### src/rtl/mgmt_pll_reconfig_seq_pkg.sv
// Shared LTPI types plus the PLL reconfiguration tables and sequencer states.
// Holds link state/speed enums, base speed, reconfig addresses and per-speed data words.
package mgmt_pll_reconfig_seq_pkg;

    typedef enum logic [3:0] {
        ST_INIT,
        ST_COMMA_HUNTING,
        ST_WAIT_LINK_DETECT_LOCKED,
        ST_LINK_DETECT,
        ST_WAIT_LINK_SPEED_LOCKED,
        ST_LINK_SPEED,
        ST_LINK_SPEED_CHANGE,
        ST_ACCEPT,
        ST_OPERATIONAL
    } rstate_t;

    typedef enum logic [2:0] {
        SPEED_X1  = 3'd0,
        SPEED_X2  = 3'd1,
        SPEED_X4  = 3'd2,
        SPEED_X8  = 3'd3,
        SPEED_X16 = 3'd4
    } link_speed_t;

    typedef enum logic [2:0] {
        S_IDLE,
        S_PLL_RST,
        S_WRITE,
        S_START,
        S_WAIT_LOCK,
        S_DONE
    } pll_seq_state_t;

    localparam link_speed_t LTPI_BASE_SPEED = SPEED_X1;
    localparam logic [5:0]  PLL_START_ADDR  = 6'h02;
    localparam int          TIMER_1MS_60MHZ = 60000;

    // Word order: M counter, N counter, C0 counter, bandwidth.
    function automatic logic [5:0] pll_cfg_addr(input logic [3:0] idx);
        case (idx)
            4'd0:    pll_cfg_addr = 6'h04;
            4'd1:    pll_cfg_addr = 6'h03;
            4'd2:    pll_cfg_addr = 6'h05;
            4'd3:    pll_cfg_addr = 6'h08;
            default: pll_cfg_addr = {2'b01, idx};
        endcase
    endfunction

    function automatic logic [31:0] pll_cfg_data(input link_speed_t spd,
                                                 input logic [3:0]  idx);
        logic [31:0] m;
        logic [31:0] c;
        logic [31:0] bw;
        case (spd)
            SPEED_X2:  begin m = 32'h0000_1010; c = 32'h0000_0404; bw = 32'h7; end
            SPEED_X4:  begin m = 32'h0000_2020; c = 32'h0000_0404; bw = 32'h8; end
            SPEED_X8:  begin m = 32'h0000_2020; c = 32'h0000_0202; bw = 32'h8; end
            SPEED_X16: begin m = 32'h0000_2020; c = 32'h0002_0101; bw = 32'h8; end
            default:   begin m = 32'h0000_0808; c = 32'h0000_0404; bw = 32'h6; end
        endcase
        case (idx)
            4'd0:    pll_cfg_data = m;
            4'd1:    pll_cfg_data = 32'h0001_0000;
            4'd2:    pll_cfg_data = c;
            4'd3:    pll_cfg_data = bw;
            default: pll_cfg_data = 32'h0;
        endcase
    endfunction

endpackage

### src/rtl/mgmt_pll_reconfig_seq_sync.sv
// Two-flop synchronizer cell for single-bit asynchronous inputs.
// Ports: clk, reset (async high), d (async in), q (synchronized out).
module mgmt_pll_reconfig_seq_sync (
    input  logic clk,
    input  logic reset,
    input  logic d,
    output logic q
);

    logic meta;

    always_ff @(posedge clk or posedge reset) begin
        if (reset) begin
            meta <= 1'b0;
            q    <= 1'b0;
        end else begin
            meta <= d;
            q    <= meta;
        end
    end

endmodule

### src/rtl/mgmt_pll_reconfig_seq.sv
// LTPI link PLL reconfiguration sequencer: resets the PLL, writes the target
// frequency words, starts it and waits for lock, with bounded retries.
// Ports: pll_reconfig/LTPI_link_ST/operational_speed request side,
// cfg_* reconfig port, pll_areset/pll_locked PLL side, done/status outputs.
module mgmt_pll_reconfig_seq
    import mgmt_pll_reconfig_seq_pkg::*;
#(
    parameter int CFG_WORDS    = 4,
    parameter int RST_CYCLES   = 16,
    parameter int LOCK_TIMEOUT = TIMER_1MS_60MHZ,
    parameter int MAX_RETRY    = 3
) (
    input  logic        clk,
    input  logic        reset,
    input  logic        pll_reconfig,
    input  rstate_t     LTPI_link_ST,
    input  link_speed_t operational_speed,
    output logic        pll_configuration_done,
    output logic        change_freq_st,
    output logic [5:0]  cfg_address,
    output logic [31:0] cfg_writedata,
    output logic        cfg_write,
    input  logic        cfg_waitrequest,
    output logic        pll_areset,
    input  logic        pll_locked,
    output logic        pll_lock_err,
    output logic        reconfig_busy
);

    pll_seq_state_t state;
    pll_seq_state_t state_nxt;

    logic        locked_s;
    logic        req_q;
    logic        start;
    logic        tmo;
    logic        lock_ok;
    logic        lock_fail;
    logic        tgt_op;
    link_speed_t tgt_spd;
    logic [31:0] cnt;
    logic [3:0]  idx;
    logic [7:0]  retry;

    mgmt_pll_reconfig_seq_sync u_lock_sync (
        .clk   (clk),
        .reset (reset),
        .d     (pll_locked),
        .q     (locked_s)
    );

    assign start     = (state == S_IDLE) && pll_reconfig && !req_q;
    assign lock_ok   = (state == S_WAIT_LOCK) && locked_s;
    assign tmo       = (state == S_WAIT_LOCK) && !locked_s
                     && (cnt == 32'(LOCK_TIMEOUT - 1));
    assign lock_fail = tmo && (retry >= 8'(MAX_RETRY - 1));

    always_ff @(posedge clk or posedge reset) begin
        if (reset) state <= S_IDLE;
        else       state <= state_nxt;
    end

    always_comb begin
        state_nxt = state;
        unique case (state)
            S_IDLE:
                if (start) state_nxt = S_PLL_RST;
            S_PLL_RST:
                if (cnt == 32'(RST_CYCLES - 1)) state_nxt = S_WRITE;
            S_WRITE:
                if (!cfg_waitrequest && idx == 4'(CFG_WORDS - 1))
                    state_nxt = S_START;
            S_START:
                if (!cfg_waitrequest) state_nxt = S_WAIT_LOCK;
            S_WAIT_LOCK:
                if (lock_ok || lock_fail) state_nxt = S_DONE;
                else if (tmo)             state_nxt = S_PLL_RST;
            S_DONE:
                if (!pll_reconfig) state_nxt = S_IDLE;
            default:
                state_nxt = S_IDLE;
        endcase
    end

    // Port drive is purely a function of state, so a stalled word stays put.
    always_comb begin
        cfg_write     = 1'b0;
        cfg_address   = 6'h0;
        cfg_writedata = 32'h0;
        pll_areset    = 1'b0;
        reconfig_busy = 1'b0;
        unique case (state)
            S_PLL_RST: begin
                pll_areset    = 1'b1;
                reconfig_busy = 1'b1;
            end
            S_WRITE: begin
                pll_areset    = 1'b1;
                reconfig_busy = 1'b1;
                cfg_write     = 1'b1;
                cfg_address   = pll_cfg_addr(idx);
                cfg_writedata = pll_cfg_data(tgt_spd, idx);
            end
            S_START: begin
                pll_areset    = 1'b1;
                reconfig_busy = 1'b1;
                cfg_write     = 1'b1;
                cfg_address   = PLL_START_ADDR;
                cfg_writedata = 32'd1;
            end
            S_WAIT_LOCK: reconfig_busy = 1'b1;
            default: ;
        endcase
    end

    always_ff @(posedge clk or posedge reset) begin
        if (reset) begin
            req_q                  <= 1'b0;
            cnt                    <= 32'h0;
            idx                    <= 4'h0;
            retry                  <= 8'h0;
            tgt_op                 <= 1'b0;
            tgt_spd                <= LTPI_BASE_SPEED;
            pll_configuration_done <= 1'b0;
            change_freq_st         <= 1'b0;
            pll_lock_err           <= 1'b0;
        end else begin
            req_q <= pll_reconfig;
            // One counter serves both the reset hold and the lock timer.
            if (state_nxt != state)
                cnt <= 32'h0;
            else if (state == S_PLL_RST || state == S_WAIT_LOCK)
                cnt <= cnt + 32'd1;
            if (state == S_PLL_RST)
                idx <= 4'h0;
            else if (state == S_WRITE && !cfg_waitrequest)
                idx <= idx + 4'd1;
            if (start) begin
                retry   <= 8'h0;
                tgt_op  <= (LTPI_link_ST == ST_LINK_SPEED_CHANGE);
                tgt_spd <= (LTPI_link_ST == ST_LINK_SPEED_CHANGE)
                         ? operational_speed : LTPI_BASE_SPEED;
                if (LTPI_link_ST != ST_LINK_SPEED_CHANGE)
                    change_freq_st <= 1'b0;
            end
            if (tmo && !lock_fail)
                retry <= retry + 8'd1;
            if (lock_ok) begin
                pll_lock_err   <= 1'b0;
                change_freq_st <= tgt_op;
            end
            if (lock_fail) begin
                pll_lock_err   <= 1'b1;
                change_freq_st <= 1'b0;
            end
            pll_configuration_done <= (state_nxt == S_DONE) && pll_reconfig;
        end
    end

endmodule

### config.mk
export PLATFORM = sky130hd
export DESIGN_NAME = mgmt_pll_reconfig_seq
export DESIGN_NICKNAME = d
export VERILOG_FILES = /design/src/rtl/mgmt_pll_reconfig_seq_pkg.sv /design/src/rtl/mgmt_pll_reconfig_seq_sync.sv /design/src/rtl/mgmt_pll_reconfig_seq.sv
export SDC_FILE = /design/constraint.sdc
export NUM_CORES = 1
export LEC_CHECK = 0
export CORE_MARGIN = 2
export CORE_UTILIZATION = 30
export CTS_BUF_LIST = sky130_fd_sc_hd__clkbuf_4
export DETAILED_ROUTE_END_ITERATION = 16
export SYNTH_ARGS = -nofsm -noshare
export SYNTH_HDL_FRONTEND = slang
export SYNTH_HIERARCHICAL = 1
export SYNTH_SLANG_ARGS = --single-unit
### constraint.sdc
create_clock -name clk -period 2.8 [get_ports clk]
set_clock_uncertainty 0.1 [all_clocks]
set_input_delay 0.56 -clock clk [delete_from_list [all_inputs] [get_ports clk]]
set_output_delay 0.56 -clock clk [all_outputs]
set_load 0.05 [all_outputs]
==> metrics.cfg <==
[outcome]
status=finished, final reports clean

[final_layout]
area_growth_pct=27.8
insertedDiodeCount=0
fin_nets=453
fin_util=0.394
stdcell_count=607
drive_gt1_frac=0.282

[pwr]
power.switching_uw=1090
intPower_uw=1640
pwr-share-clk=0.242
total_power_uw=2730
switching_share=0.399
irDropWorstVdd_mv=0.331
power_density_mw_per_mm2=571
p_leak_uw=0.00204
p_seq_frac=0.355
power_frac_comb=0.403

[setup_path]
cp_cell_sequence=buf_6 -> ha_4 -> or4_4 -> nand2_2 -> nand2_1 -> a21oi_2 -> buf_12
worst-setup-path-type=flop to output port
slowest_stage=or4_4
worstPathMaxFanout=6
crit_arrival_ns=2.12
cp-end-kind=output port
crit_path_start_kind=flop
slowest_delay_ns=0.49
r2r_setup_slack_ns=0.45
critPathRequiredTime_ns=2.14

[synthesis]
yosysTopAreaCellShare=0.382
avgSynthCellArea_um2=9.61
synthFlopType=dfrtp_1
ys_types=57
synth.most_common_cell=dfrtp_1
synthCells=389
ys_warn_count=6
synth_seq_cells=57
netlist_area_mm2=0.00374
synth_top_area_cell=dfrtp_1
synth_edf_count=0
synth.yosys.seq_area_share=0.382
postSynth.asyncResetShare=1.00
synth_area_leaders=dfrtp_1 38%, nor3_2 6.4%, xor2_1 5.4%
ys_top_cells_by_count=57 x dfrtp_1, 35 x nand2_1, 25 x buf_4, 24 x nand3_1, 24 x nor3_2

[timing]
worst_pin_slew_ns=0.606
final_hold_viol_count=0
finalCritPeriodShare=0.991
max_freq_mhz=360
rsz0062_at_grt=yes
drv_slew=0
finalSetupViolCount=0
relSlewSlack=0.592
fin_crit_ns=2.78

[placed_design]
place.gp.congestion=0.840
port_buffers=36
dp_hpwl_um=5850
dp.cells=586

[drt]
wirelength_um=8210
via_per_inst=4.82
wl_met2_um=3960
dr_total_vias=2928
met3_wirelength_um=412
drtIter0Drc=159
drtAntennaViolNets=0
wl_per_cell_um=13.5
drcViolationCount=0
maxUsedRoutingLayer=met4
drt_pre_antenna_iters=4
wl_met1_um=3790

[clocking]
cts_made_buffers=9
clkTransAtPathRegs_ns=0.09
root_buffer=clkbuf_4
cts_buffer_depth=2
clock_latency_ns=0.39
htree_num_levels=3
tritoncts=built
numClockSinks=57

[die]
die-area_mm2=0.0134
start_util=0.309
die_w_um=116
io_pins=56
core_area_mm2=0.0121
die_h_um=116
row_count=40

[hold_path]
hp-class=flop to flop

[grt]
grt_first_pass_wirelength_um=13800
grt_usage=0.128
grt_max_degree=33
global_route.overflow_total=0
antenna_found_initial=0
grt_pass1_vias=2842

[run]
maxCapViolCount=0

==> placed cells by master, fill, tap and decap left out, drive strengths merged, types with 3 or more instances in the layout <==
master and n:
dfrtp 57, ha 7, and3 12, clkdlybuf4s50 15, xnor2 13, and4 5
nor2 19, xor2 23, nor4 12, nor3 42, o21ai 14, clkbuf 9
inv 13, nor2b 3, and2 3, buf 39, clkinv 5, nand2b 5
conb 19, a21oi 15, nand4 14, nand2 35, nor4b 3, or4 4
nand3 24
==> registers in the layout (all words and copies together), names as in the netlist, 3 cells and up <==
name / flops
cnt: 32
retry: 8
idx: 4
state: 3
tgt_spd: 3
==> repair_timing <==
| item | 4_1_cts | 5_1_grt |
|---|---|---|
| gates resized for setup | 18 | 5 |
| buffers inserted | 5 | 0 |
| setup endpoints to repair | 14 | 7 |
| pin swaps | 5 | 2 |
| hold buffers | 0 | 0 |
| gates cloned | 0 | 0 |
==> metrics by stage <==
step / setup TNS, ns / instance area [µm²] / hold slack, ns / setup slack [ns]
global route: -0.121 / 4780 / 0.243 / -0.0628
CTS: -0.00557 / 4750 / 0.240 / -0.00557
floorplan: -0.0603 / 3850 / 0.201 / -0.0603
global placement: 0 / 4480 / 0.239 / 0.273
detailed placement: 0 / 4480 / 0.241 / 0.211
finish: 0 / 4780 / 0.255 / 0.0247
==> worst max-delay path, delay by kind of cell (launching register included) <==
kind	cells	cell delay, ns
AO/OA/AOI/OAI	1	0.17
AND/OR/NAND/NOR	3	0.63
buffers and inverters	2	0.30
adder cells (fa/ha/maj)	1	0.17
flip-flops	1	0.46
==> worst paths after layout <==
path	end	start	cells after the start
worst max-delay path	cfg_address[1]	idx[1]$_DFFE_PP0P_	7
worst min-delay path	u_lock_sync/q$_DFF_PP0_	u_lock_sync/meta$_DFF_PP0_	0
worst max register to register	cnt[3]$_DFFE_PP0P_	state[2]$_DFF_PP0_	8
worst min register to register	u_lock_sync/q$_DFF_PP0_	u_lock_sync/meta$_DFF_PP0_	0
max in group asynchronous	cnt[23]$_DFFE_PP0P_	reset	3
min in group asynchronous	u_lock_sync/q$_DFF_PP0_	reset	2
==> power by group through the flow <==
| stage | sequential, µW | combinational (µW) | clock [µW] |
|---|---|---|---|
| after floorplan | 988 | 805 | 0 |
| after global placement | 980 | 1060 | 0 |
| after detailed placement | 981 | 1080 | 0 |
| after CTS | 966 | 1100 | 685 |
| after global routing | 980 | 1190 | 728 |
| final | 969 | 1100 | 660 |
==> metal layers <==
layer  vias to the layer above  global-route usage
li1                       1435                   -
met4                         0              0.0278
met5                         -                   0
met3                         4              0.0335
met1                      1419               0.169
met2                        70               0.213
==> kinds of logic (layout without fill, tap and decap cells) <==
family | count (synthesis) | after routing | synth area share
xor gates and xnor gates | 36 | 36 | 0.0894
DFF | 57 | 57 | 0.382
and+or+nand+nor | 191 | 191 | 0.329
buffers and inverters | 51 | 83 | 0.0873
muxes | 4 | 4 | 0.0114
adders and majority gates | 7 | 7 | 0.0234
AOI/OAI and AO/OA | 42 | 42 | 0.0766
other | 1 | 19 | 0.00100
==> area by class of cell <==
type / count / area [µm²]
Sequential cell: 57 / 1430
Multi-Input combinational cell: 299 / 2210
Clock inverter: 7 / 85.1
Clock buffer: 9 / 67.6
Tap cell: 168 / 210
Inverter: 13 / 48.8
Fill cell: 1216 / 7330
Timing Repair Buffer: 54 / 722
No activity file was read; power rests on OpenSTA's default activity.
